--- src/rtl/serial_rx_pkg.sv ---
// Shared types and helpers for the serial frame receiver.
//   rx_state_t : receiver FSM states
//   half_of()  : half a bit period in clk cycles (start-bit mid-sample point)
`timescale 1ns/1ps
package serial_rx_pkg;

  typedef enum logic [2:0] {
    StIdle,
    StStart,
    StData,
    StParity,
    StStop,
    StBreak
  } rx_state_t;

  function automatic int unsigned half_of(int unsigned clks_per_bit);
    return clks_per_bit / 2;
  endfunction

endpackage

--- src/rtl/sync2.sv ---
// Two-flop synchroniser for a single asynchronous input.
// Both flops reset to 1 so an idle-high line reads as idle straight out of reset.
//   clk   : system clock
//   reset : asynchronous, active-high reset
//   d     : asynchronous input
//   q     : synchronised output
`timescale 1ns/1ps
module sync2 (
  input  logic clk,
  input  logic reset,
  input  logic d,
  output logic q
);

  logic meta_q;
  logic sync_q;

  always_ff @(posedge clk or posedge reset) begin
    if (reset) begin
      meta_q <= 1'b1;
      sync_q <= 1'b1;
    end else begin
      meta_q <= d;
      sync_q <= meta_q;
    end
  end

  assign q = sync_q;

endmodule

--- src/rtl/serial_frame_rx.sv ---
// Bit-serial frame receiver: idle-high line, start 0, DATA_W data bits LSB first,
// even parity, stop 1. Each word is presented through a valid/ready output register.
//   clk        : system clock
//   reset      : asynchronous, active-high reset
//   din        : serial line (asynchronous, idles high)
//   out_data   : received word
//   out_valid  : held word not yet consumed
//   out_ready  : consumer takes the word this cycle
//   parity_err : parity mismatch for the held word
//   frame_err  : stop bit sampled 0 for the held word
//   overrun    : sticky, a completed frame was dropped because the output was full
`timescale 1ns/1ps
module serial_frame_rx
  import serial_rx_pkg::*;
#(
  parameter int unsigned DATA_W       = 8,
  parameter int unsigned CLKS_PER_BIT = 4
) (
  input  logic              clk,
  input  logic              reset,
  input  logic              din,
  output logic [DATA_W-1:0] out_data,
  output logic              out_valid,
  input  logic              out_ready,
  output logic              parity_err,
  output logic              frame_err,
  output logic              overrun
);

  localparam int unsigned HALF = half_of(CLKS_PER_BIT);
  localparam int unsigned CntW = $clog2(CLKS_PER_BIT);
  localparam int unsigned IdxW = (DATA_W > 1) ? $clog2(DATA_W) : 1;

  localparam logic [CntW-1:0] CntBitEnd  = CntW'(CLKS_PER_BIT - 1);
  localparam logic [CntW-1:0] CntHalfEnd = CntW'(HALF - 1);
  localparam logic [IdxW-1:0] IdxLast    = IdxW'(DATA_W - 1);

  logic din_s;

  sync2 u_sync2 (
    .clk   (clk),
    .reset (reset),
    .d     (din),
    .q     (din_s)
  );

  rx_state_t         state_q, state_d;
  logic [CntW-1:0]   cnt_q, cnt_d;
  logic [IdxW-1:0]   idx_q, idx_d;
  logic [DATA_W-1:0] shift_q, shift_d;
  logic              par_q, par_d;
  logic              frame_done;
  logic              bit_tick;

  logic [DATA_W-1:0] data_q, data_d;
  logic              valid_q, valid_d;
  logic              perr_q, perr_d;
  logic              ferr_q, ferr_d;
  logic              ovr_q, ovr_d;

  // Receiver FSM: every sample after the start bit lands at mid-bit.
  always_comb begin
    state_d    = state_q;
    cnt_d      = cnt_q;
    idx_d      = idx_q;
    shift_d    = shift_q;
    par_d      = par_q;
    frame_done = 1'b0;
    bit_tick   = (cnt_q == CntBitEnd);

    case (state_q)
      StIdle: begin
        if (!din_s) begin
          state_d = StStart;
          cnt_d   = '0;
        end
      end
      StStart: begin
        if (cnt_q == CntHalfEnd) begin
          cnt_d   = '0;
          idx_d   = '0;
          state_d = din_s ? StIdle : StData;
        end else begin
          cnt_d = cnt_q + 1'b1;
        end
      end
      StData: begin
        if (bit_tick) begin
          cnt_d          = '0;
          shift_d[idx_q] = din_s;
          if (idx_q == IdxLast) begin
            state_d = StParity;
          end else begin
            idx_d = idx_q + 1'b1;
          end
        end else begin
          cnt_d = cnt_q + 1'b1;
        end
      end
      StParity: begin
        if (bit_tick) begin
          cnt_d   = '0;
          par_d   = din_s;
          state_d = StStop;
        end else begin
          cnt_d = cnt_q + 1'b1;
        end
      end
      StStop: begin
        if (bit_tick) begin
          cnt_d      = '0;
          frame_done = 1'b1;
          // A low stop bit parks in StBreak so a held-low line cannot retrigger.
          state_d    = din_s ? StIdle : StBreak;
        end else begin
          cnt_d = cnt_q + 1'b1;
        end
      end
      StBreak: begin
        if (din_s) begin
          state_d = StIdle;
        end
      end
      default: state_d = StIdle;
    endcase
  end

  // Output register: a completing frame may replace a word consumed in the same cycle.
  always_comb begin
    data_d  = data_q;
    valid_d = valid_q;
    perr_d  = perr_q;
    ferr_d  = ferr_q;
    ovr_d   = ovr_q;

    if (valid_q && out_ready) begin
      valid_d = 1'b0;
    end

    if (frame_done) begin
      if (!valid_q || out_ready) begin
        data_d  = shift_q;
        perr_d  = (^shift_q) ^ par_q;
        ferr_d  = ~din_s;
        valid_d = 1'b1;
      end else begin
        ovr_d = 1'b1;
      end
    end
  end

  always_ff @(posedge clk or posedge reset) begin
    if (reset) begin
      state_q <= StIdle;
      cnt_q   <= '0;
      idx_q   <= '0;
      shift_q <= '0;
      par_q   <= 1'b0;
      data_q  <= '0;
      valid_q <= 1'b0;
      perr_q  <= 1'b0;
      ferr_q  <= 1'b0;
      ovr_q   <= 1'b0;
    end else begin
      state_q <= state_d;
      cnt_q   <= cnt_d;
      idx_q   <= idx_d;
      shift_q <= shift_d;
      par_q   <= par_d;
      data_q  <= data_d;
      valid_q <= valid_d;
      perr_q  <= perr_d;
      ferr_q  <= ferr_d;
      ovr_q   <= ovr_d;
    end
  end

  assign out_data   = data_q;
  assign out_valid  = valid_q;
  assign parity_err = perr_q;
  assign frame_err  = ferr_q;
  assign overrun    = ovr_q;

endmodule
--- config.mk ---
export PLATFORM = sky130hd
export DESIGN_NAME = serial_frame_rx
export DESIGN_NICKNAME = d
export VERILOG_FILES = /design/src/rtl/serial_rx_pkg.sv /design/src/rtl/sync2.sv /design/src/rtl/serial_frame_rx.sv
export SDC_FILE = /design/constraint.sdc
export NUM_CORES = 1
export LEC_CHECK = 0
export ABC_AREA = 0
export CORE_MARGIN = 3
export CORE_UTILIZATION = 55
export CTS_BUF_LIST = sky130_fd_sc_hd__clkbuf_4 sky130_fd_sc_hd__clkbuf_8
export CTS_CLUSTER_DIAMETER = 200
export DETAILED_ROUTE_END_ITERATION = 8
export PLACE_DENSITY = 0.82
export SLEW_MARGIN = 25
export SYNTH_ARGS = -nofsm -noshare
export SYNTH_HDL_FRONTEND = slang
export SYNTH_SLANG_ARGS = --single-unit
export TNS_END_PERCENT = 20
--- constraint.sdc ---
create_clock -name clk -period 1.8 [get_ports clk]
set_input_delay 0.36 -clock clk [delete_from_list [all_inputs] [get_ports clk]]
set_output_delay 0.36 -clock clk [all_outputs]
set_load 0.05 [all_outputs]
# == Yosys cells after proc, flatten, opt, wreduce, memory -nomap -nowiden ==
# Cells that the tools add are included.
# op_classes
bitwise_logic,3
reduce_logical,16
eq_ne,16
n_lt_le_gt_ge,2
addsub,2
muxes,26
# op_table
operator,count
3-bit two-way mux,11
3-bit one-hot mux with 6 select lines,1
2-bit inequality test (second input constant),7
2-bit AND reduction,5
3-bit equality test (second input constant),3
8-bit bitwise mux,1
2-bit two-way mux,4
8-bit XOR reduction,1
7-bit AND reduction,1
3-bit by 2-bit equality test with 1-bit output (second input constant),2
1-bit two-way mux,6
2-bit one-hot mux with 3 select lines,1
3-bit one-hot mux with 2 select lines,1
3-bit by 4-bit < comparator with 1-bit output (second input constant),1
4-bit AND reduction,1
3-bit by 1-bit adder with 3-bit output (second input constant),1
1-bit demux with 3-bit select,1
3-bit by 1-bit equality test with 1-bit output (second input constant),1
3-bit by 1-bit greater-or-equal comparator with 1-bit output (second input constant),1
3-bit logical NOT,1
3-bit nonzero test,1
3-bit OR reduction,1
2-bit by 1-bit adder with 2-bit output (second input constant),1
2-bit by 1-bit equality test with 1-bit output (second input constant),1
other kinds (8),10
# word_totals
register_bits,31
input_bits,4
out_inout_bits,12
word_cells,77

# == Depth between registers and ports, before layout ==
# Gate-level depths: netlist (run 1).
# logic_depth
depth_word,5
mapped_depth,6
ltp_nobuf,6

# == By module ==
# From an unflattened synthesis (run 1), not the netlist that was laid out.
# hier_totals
hier_cells,136
area_unflattened_um2,1590.3
# by_module_without_submodules
mod,n_inst,seq_area_each_um2,cells_per_inst,area_each_um2
serial_frame_rx,1,725.7,133,1534.0
sync2,1,52.6,3,56.3

# == Worst setup path before layout (run 1) ==
# Ideal clock, no wire load.
# synth_timing
kind,flip-flop to flip-flop
start,"register valid_q, in the netlist out_valid"
end,"register data_q[0], in the netlist out_data[0]"
path_buffers,1
arrival_ps,1455
required_ps,1675
path_slack_ps,220
setup_ps,125
period_less_slack_ps,1580
stages_incl_launch_ff,5
path_cell_list,dfrtp_1 > nand2b_1 > nand4b_1 > buf_2 > mux2_2
# synth_between
elab_chain_len,3
# synth_rtl
item,line,text
from (decl),serial_frame_rx.sv:56,"logic valid_q, valid_d;"
from (signal assigned),serial_frame_rx.sv:171,valid_q <= valid_d;
1-bit logical NOT,serial_frame_rx.sv:141,if (!valid_q || out_ready) begin
1-bit logical OR,serial_frame_rx.sv:141,
2-bit AND reduction (no line),-,
to (signal assigned),serial_frame_rx.sv:170,data_q <= data_d;
to (decl),serial_frame_rx.sv:55,"logic [DATA_W-1:0] data_q, data_d;"
# No other way between the ends.
# A chain may end at the register's enable or synchronous reset.

# == Final worst setup path (run 1) ==
# layout_timing
start,register cnt_q[0]
end,register shift_q[3]
# layout_between
elab_chain_len,2
# layout_rtl
item,line,text
from (decl),serial_frame_rx.sv:48,"logic [CntW-1:0] cnt_q, cnt_d;"
from (signal assigned),serial_frame_rx.sv:166,cnt_q <= cnt_d;
2-bit equality test,serial_frame_rx.sv:69,bit_tick = (cnt_q == CntBitEnd);
2-bit AND reduction (no line),-,
to (signal assigned),serial_frame_rx.sv:168,shift_q <= shift_d;
to (decl),serial_frame_rx.sv:50,"logic [DATA_W-1:0] shift_q, shift_d;"
# No other way between the ends.

==> results.env, run 1 <==
OUTCOME='completed'
RSZ_0062_RAISED_AFTER_GLOBAL_ROUTING='false'
HP-CLASS='flop to flop'
DETAIL_ROUTE.WL_PER_CELL_UM=14.4
DETAIL_ROUTE.VIAS_PER_CELL=5.70
ANTENNA_CELLS=0
POWER.LEAKAGE_uW=0.000913
MIN_PERIOD_OVER_PERIOD_PCT=94.6
FINAL_NET_COUNT=166
CELLPOWERDENSITY_nW_PER_UM2=1310
POST_ROUTE_CELLS_DRIVE_ABOVE_1_SHARE_PCT=34.2
CTS_TREE='done'
CLOCKBUFFERDEPTH=2
HOLD_BUFFERS=0
SYN_NETS=144
MAXCLOCKFREQUENCY_MHz=588
YOSYSWARNINGCOUNT=0
CTS_MADE_BUFFERS=5
REGISTER_BIT_TOTAL_FROM_SYNTHESIS=31
DR_TOTAL_VIAS=1071
MAX_CAP_VIOLATIONS=0
TIMING.FINAL.CRIT_PERIOD_NS=1.70
CP_MAX_FO=5
DIE_WIDTH_UM=59.4
ANTENNA_LEFT=0
REG2REG_SETUP_SLACK_NS=0.1
DRT_FIRST_ITER_VIOLATIONS=23
SLEW_VIOL_FINAL=0
DRT_PASS1_ITERATIONS=2
PLACEMENT_ROWS=18
AREA_DELTA_SYNTH_FINAL_PCT=17.4
FLOORPLAN.INITIALDENSITY_PCT=60.5
CLKLATENCYLATEPIN_NS=0.33
IO_BUFFER_COUNT=15
CRIT_REQUIRED_NS=2.03
SYNTH_TOP_FLOP_CELL='dfrtp_1'
YOSYSTOPAREACELL='dfrtp_1'
YOSYSTOPAREACELLSHARE_PCT=46.3
CRITICAL_PATH.REG2REG.STARTPOINT='cnt_q[0]'
SYN-INSTANCE-COUNT=135
MAX-SLEW-MARGIN-REL_PCT=71.1
CLOCK_PIN_SLEW_ON_THE_WORST_SETUP_AND_HOLD_PATHS_NS=0.09
GRT_START_MAX_NET_PINS=32
GP_ROUTABILITY_CONGESTION=0.811
SETUP.WORST_PATH.CLASS='flop to flop'
CTS_MAX_LEVEL=2
DIE_H_UM=59.4
GR-USAGE-ALL-LAYERS_PCT=18.7
R2R.WORST_PATH.CELLS=5
YOSYSMOSTFREQUENTCELL='dfrtp_1'
MAX-VDD-IR-DROP_V=0.00131
ROUTED_WL_MM=2.71
TIGHTEST_SLEW_NS=0.423
TIMING.HOLD.WORST.START='u_sync2.meta_q'
CAPTURE_ENDPOINT_OF_THE_WORST_HOLD_PATH='u_sync2.q'
MIN_DELAY_PATH_DEPTH=0
FIN_WORST_SKEW_NS=0.00595
CORE_AREA_UM2=2590
WORSTSETUPSTARTPOINTTYPE='flop'
NETLIST_AREA_UM2=1570
PIN_COUNT=16
POST_SYNTH.CELL_AREA_AVG_UM2=11.6
NFILLCELLS=177
ANTENNA_FOUND_INITIAL=0
SYNTH_SEQUENTIAL_AREA_RATIO_PCT=49.7
SYNTH_ENABLE_FLOP_CELLS=0
POST_SYNTH_NUM_CELL_TYPES=40
TIMING.HOLD.WS_NS=0.359
TIMING.SETUP.TNS_NS=0
DRC=0
GLOBALROUTEOVERFLOWTOTAL=0
CLOCK-SINKS=31
FIRST_GLOBAL_VIAS=1094
SYNTH.AREA.TOP_CELLS='dfrtp_1 46%, mux2_2 14%, ha_1 4.0%, dfstp_2 3.4%, nand3b_1 2.4%'
YS_ASYNC_SR_FRACTION_PCT=100
SETUP_VIOL_COUNT_FINAL=0
PLACE_HPWL_MM=1.95
WORST_R2R_ENDPOINT='shift_q[3]'
SYNTHTOPCELLSBYCOUNT='29 x dfrtp_1, 19 x mux2_2, 9 x nand2_1'
CRITICAL_PATH_ARRIVAL_NS=1.93
FLOORPLAN.DIE_AREA_UM2=3520
TOTAL_POWER_uW=2410
WORST_SETUP_PATH_END_KIND='flop'
GRT_FIRST_PASS_WIRELENGTH_MM=4.73
FINAL_REPORT_HOLD_VIOLATION_COUNT=0
CLOCK-ROOT-BUFFER='clkbuf_4'
-- worst max path at each step --
stage                         start     endpoint  slack [ns]  depth (start not counted)
after CTS                  cnt_q[0]   shift_q[4]        0.07                          5
after detailed placement  out_ready  out_data[7]        0.09                          5
after global placement    out_ready  out_data[7]        0.12                          5
after floorplan           out_valid  out_data[0]        0.22                          4
after global routing       cnt_q[0]   shift_q[0]        0.03                          5
final                      cnt_q[0]   shift_q[3]         0.1                          5
-- final cells by class --
cell class	count	area [um2]	share of cell area [%]
flip-flops and latches	31	778	42.3
multi-input cells	91	734	39.9
repair buffers	24	188	10.2
clock buffers	6	51.3	2.79
well taps	30	37.5	2.04
clock inverters	2	35.0	1.90
inverters	4	15.0	0.816
-- layer usage --
layer / routed length [um] / global-route usage, % / share of wire, % / vias up
met4: 38 / 6.80 / 1.4 / 0
met1: 1240 / 22.0 / 46 / 529
li1: - / - / - / 520
met5: 0 / 0 / 0 / -
met2: 1310 / 30.7 / 48 / 17
met3: 126 / 7.19 / 4.6 / 5
-- power by group --
group / internal, uW / switching (uW) / total (uW) / leakage [uW]
clock network: 328 / 234 / 562 / 0.0000482
registers: 822 / 109 / 931 / 0.000414
logic: 451 / 467 / 918 / 0.000451
total: 1600 / 811 / 2410 / 0.000913
-- cell usage in the layout (no fill, tap or decap), types with 4 or more instances in the layout --
cell type	Yosys	routed
nor2_1	5	5
clkbuf_4	0	5
nand3b_1	5	5
buf_4	1	21
inv_1	4	4
xnor2_1	4	4
nand2_1	9	9
mux2_2	19	19
a21oi_1	4	4
o21ai_0	4	4
dfrtp_1	29	29
ha_1	5	5
-- worst max-delay path: stages (launching register included) --
cell and delay (ns):
dfrtp_1 0.44, ha_1 0.24, and4bb_2 0.25, and2_2 0.23, nand3b_1 0.11, mux2_2 0.33
-- state kept, by name (all words and copies together), names as in the netlist --
signal,count
frame_err,1
idx_q,3
out_valid,1
state_q,3
u_sync2.meta_q,1
u_sync2.q,1
overrun,1
out_data,8
parity_err,1
par_q,1
shift_q,8
cnt_q,2
-- through the flow --
| stage | util, % | instances | setup slack [ns] | cell area, um2 |
|---|---|---|---|---|
| floorplan | - | 135 | 0.220 | 1570 |
| global placement | 67.5 | 180 | 0.123 | 1750 |
| detailed placement | 67.5 | 180 | 0.0912 | 1750 |
| CTS | 70.8 | 188 | 0.0659 | 1830 |
| global route | 71.0 | 188 | 0.0330 | 1840 |
| finish | 71.0 | 188 | 0.0980 | 1840 |
-- cell families after synthesis --
family          share of synthesized area [%]
mux                                      14.3
buf+inv                                  3.75
simple gates                             15.8
compound gates                           7.67
fa+ha+maj                                3.99
xor+xnor                                 4.79
flops                                    49.7
-- repair_timing --
item                       4_1_cts  5_1_grt
gates resized for setup          0        1
buffers inserted                 0        0
setup endpoints to repair        0        1
Note: power is estimated with default switching activity, not from simulation.
==> run 2: changes to the inputs <==
==> constraint.sdc (replaced) <==
create_clock -name clk -period 1.6 [get_ports clk]
set_input_delay 0.32 -clock clk [delete_from_list [all_inputs] [get_ports clk]]
set_output_delay 0.32 -clock clk [all_outputs]
set_load 0.05 [all_outputs]
==> results.env, run 2 (synthesized netlist as in run 1, its figures left out) <==
HP-CLASS='input port to async pin'
IO_BUFFER_COUNT=15  # unchanged
FIN_WORST_SKEW_NS=0.00504  # -0.000906 ns
R2R.WORST_PATH.CELLS=5  # unchanged
CTS_MAX_LEVEL=2  # unchanged
TOTAL_POWER_uW=2920  # +21%
MOST-COMMON-LAYOUT-CELLS='29 x dfrtp_1, 28 x buf_4, 18 x mux2_2'
FLOORPLAN.DIE_AREA_UM2=3520  # unchanged
RSZ_0062_RAISED_AFTER_GLOBAL_ROUTING='true'
POST_ROUTE_CELLS_DRIVE_ABOVE_1_SHARE_PCT=42.8  # +8.6 points
REG2REG_SETUP_SLACK_NS=0.006  # -0.09 ns
ANTENNA_FOUND_INITIAL=0  # unchanged
CLK_PWR_SHARE_PCT=22.2  # -1.1 points
MAX-VDD-IR-DROP_V=0.00132  # +0.43%
SETUP_SLACK_NS=0.00624  # -0.0918 ns
CTS_MADE_BUFFERS=5  # unchanged
ANTENNA_CELLS=0  # unchanged
MIN_PERIOD_OVER_PERIOD_PCT=99.6  # +5.1 points
CRITICAL_PATH.REG2REG.STARTPOINT='cnt_q[1]'
P_SW_uW=1010  # +24%
SETUP.WORST_PATH.CLASS='flop to flop'
WORST_SETUP_PATH_END_KIND='flop'
CTS_TREE='done'
FIRST_GLOBAL_VIAS=1156  # +5.7%
CORE_AREA_UM2=2590  # unchanged
PIN_COUNT=16  # unchanged
FLOORPLAN.INITIALDENSITY_PCT=60.5  # unchanged
PLACEMENT_ROWS=18  # unchanged
GLOBALROUTEOVERFLOWTOTAL=0  # unchanged
TIMING.FINAL.CRIT_PERIOD_NS=1.59  # -0.108 ns
P_SW_SHARE_PCT=34.5  # +0.86 points
DETAIL_ROUTE.VIAS_PER_CELL=5.76  # +1.0%
CP_MAX_FO=4  # -1
DR_TOTAL_VIAS=1128  # +5.3%
FINAL_REPORT_HOLD_VIOLATION_COUNT=0  # unchanged
ANTENNA_LEFT=0  # unchanged
FIN_CELLS=196  # +4.3%
GP_ROUTABILITY_CONGESTION=0.864  # +6.6%
NUMPLACEDINSTANCES=187  # +3.9%
CLOCKBUFFERDEPTH=2  # unchanged
GRT_FIRST_PASS_WIRELENGTH_MM=5.26  # +11%
WORSTSETUPSTARTPOINTTYPE='flop'
CLOCK_PIN_SLEW_ON_THE_WORST_SETUP_AND_HOLD_PATHS_NS=0.10  # about the same
POWER.LEAKAGE_uW=0.000960  # +5.1%
MAX-SLEW-MARGIN-REL_PCT=75.9  # +4.8 points
SETUP_VIOL_COUNT_FINAL=0  # unchanged
MAX_CAP_VIOLATIONS=0  # unchanged
DRT_PASS1_ITERATIONS=4  # +2
PRE_CTS_SLACK_NS=-0.123  # -0.214 ns
CELLPOWERDENSITY_nW_PER_UM2=1480  # +13%
GRT_START_MAX_NET_PINS=22  # -31%
INTERNAL_POWER_uW=1920  # +20%
DRT_FIRST_ITER_VIOLATIONS=25  # +8.7%
SLEW_VIOL_FINAL=0  # unchanged
P_COMB_SHARE_PCT=43.0  # +4.9 points
ROUTED_WL_MM=3.15  # +16%
PWR-SHARE-SEQ_PCT=34.8  # -3.8 points
FINAL_NET_COUNT=174  # +4.8%
CRITICAL_PATH_ARRIVAL_NS=1.82  # -0.11 ns
DIE_WIDTH_UM=59.4  # unchanged
DIE_H_UM=59.4  # unchanged
MAXCLOCKFREQUENCY_MHz=627  # +6.8%
TIGHTEST_SLEW_NS=0.361  # -0.0616 ns
OUTCOME='completed'
GR-USAGE-ALL-LAYERS_PCT=20.1  # +1.4 points
CRIT_REQUIRED_NS=1.82  # -0.21 ns
CLOCK-SINKS=31  # unchanged
PLACE_HPWL_MM=2.18  # +12%
MOST_COMMON_LIBRARY_CELL_IN_THE_LAYOUT_IGNORING_FILL_AND_TAPS='dfrtp_1'
WORST_R2R_ENDPOINT='shift_q[4]'
CLOCK-ROOT-BUFFER='clkbuf_4'
AREA_DELTA_SYNTH_FINAL_PCT=26.0
HOLD_BUFFERS=0  # unchanged
DRC=0  # unchanged
DETAIL_ROUTE.WL_PER_CELL_UM=16.1  # +12%
CLKLATENCYLATEPIN_NS=0.33  # about the same
## run 2: cell types whose count changed in the layout (fill, tap and decap cells not counted), sizes merged
| cell | previous run | this run |
|---|---|---|
| buf | 21 | 29 |
## run 2: per-layer routing
layer / global-route usage, % / up-vias / share of wire [%]
li1: - / 534 / -
met3: 6.54 / 4 / 3.8
met1: 25.7 / 561 / 43
met5: 0 / - / 0
met4: 6.47 / 0 / 0.76
met2: 32.1 / 29 / 52
## run 2: repair_timing
item                       in CTS  in global routing
setup endpoints to repair       9                 21
pin swaps                       2                  7
resized for setup               3                 15
setup buffers                   0                  1
## run 2: layout make-up
class / count / area (um2)
multi-input cells: 91 / 806
clock inverters: 2 / 35.0
flip-flops and latches: 31 / 778
well taps: 30 / 37.5
fillers: 163 / 616
inverters: 4 / 15.0
repair buffers: 32 / 251
clock buffers: 6 / 51.3
## run 2: worst max-delay path: stages (launching register included)
cell,delay (ns)
dfrtp_1,0.36
ha_2,0.18
and4bb_2,0.30
nand2b_4,0.10
nor3b_2,0.18
mux2_2,0.35
## run 2: stage by stage
step | TNS, ns | area [um2] | utilization [%] | hold WS, ns
2_1_floorplan | 0 | 1570 | - | 0.324
3_3_place_gp | -0.271 | 1800 | 69.5 | 0.347
3_5_place_dp | -0.995 | 1800 | 69.5 | 0.348
4_1_cts | -0.0488 | 1900 | 73.3 | 0.288
5_1_grt | -0.513 | 1970 | 76.2 | 0.303
6_report | 0 | 1970 | 76.2 | 0.291
## run 2: worst max-delay path by stage
stage | start | end | slack, ns | depth (start not counted)
CTS | cnt_q[0] | shift_q[0] | -0.02 | 5
global placement | out_ready | out_data[7] | -0.03 | 5
detailed placement | out_ready | out_data[4] | -0.12 | 5
global route | cnt_q[0] | shift_q[4] | -0.1 | 5
finish | cnt_q[1] | shift_q[4] | 0.006 | 5
floorplan | out_valid | out_data[0] | 0.02 | 4
## run 2: power groups by stage
stage	clock network, uW	logic, uW	registers [uW]
2_1_floorplan	0	765	1090
3_3_place_gp	0	1090	1020
3_5_place_dp	0	1150	1030
4_1_cts	661	1160	1020
5_1_grt	693	1360	1040
6_report	649	1260	1020
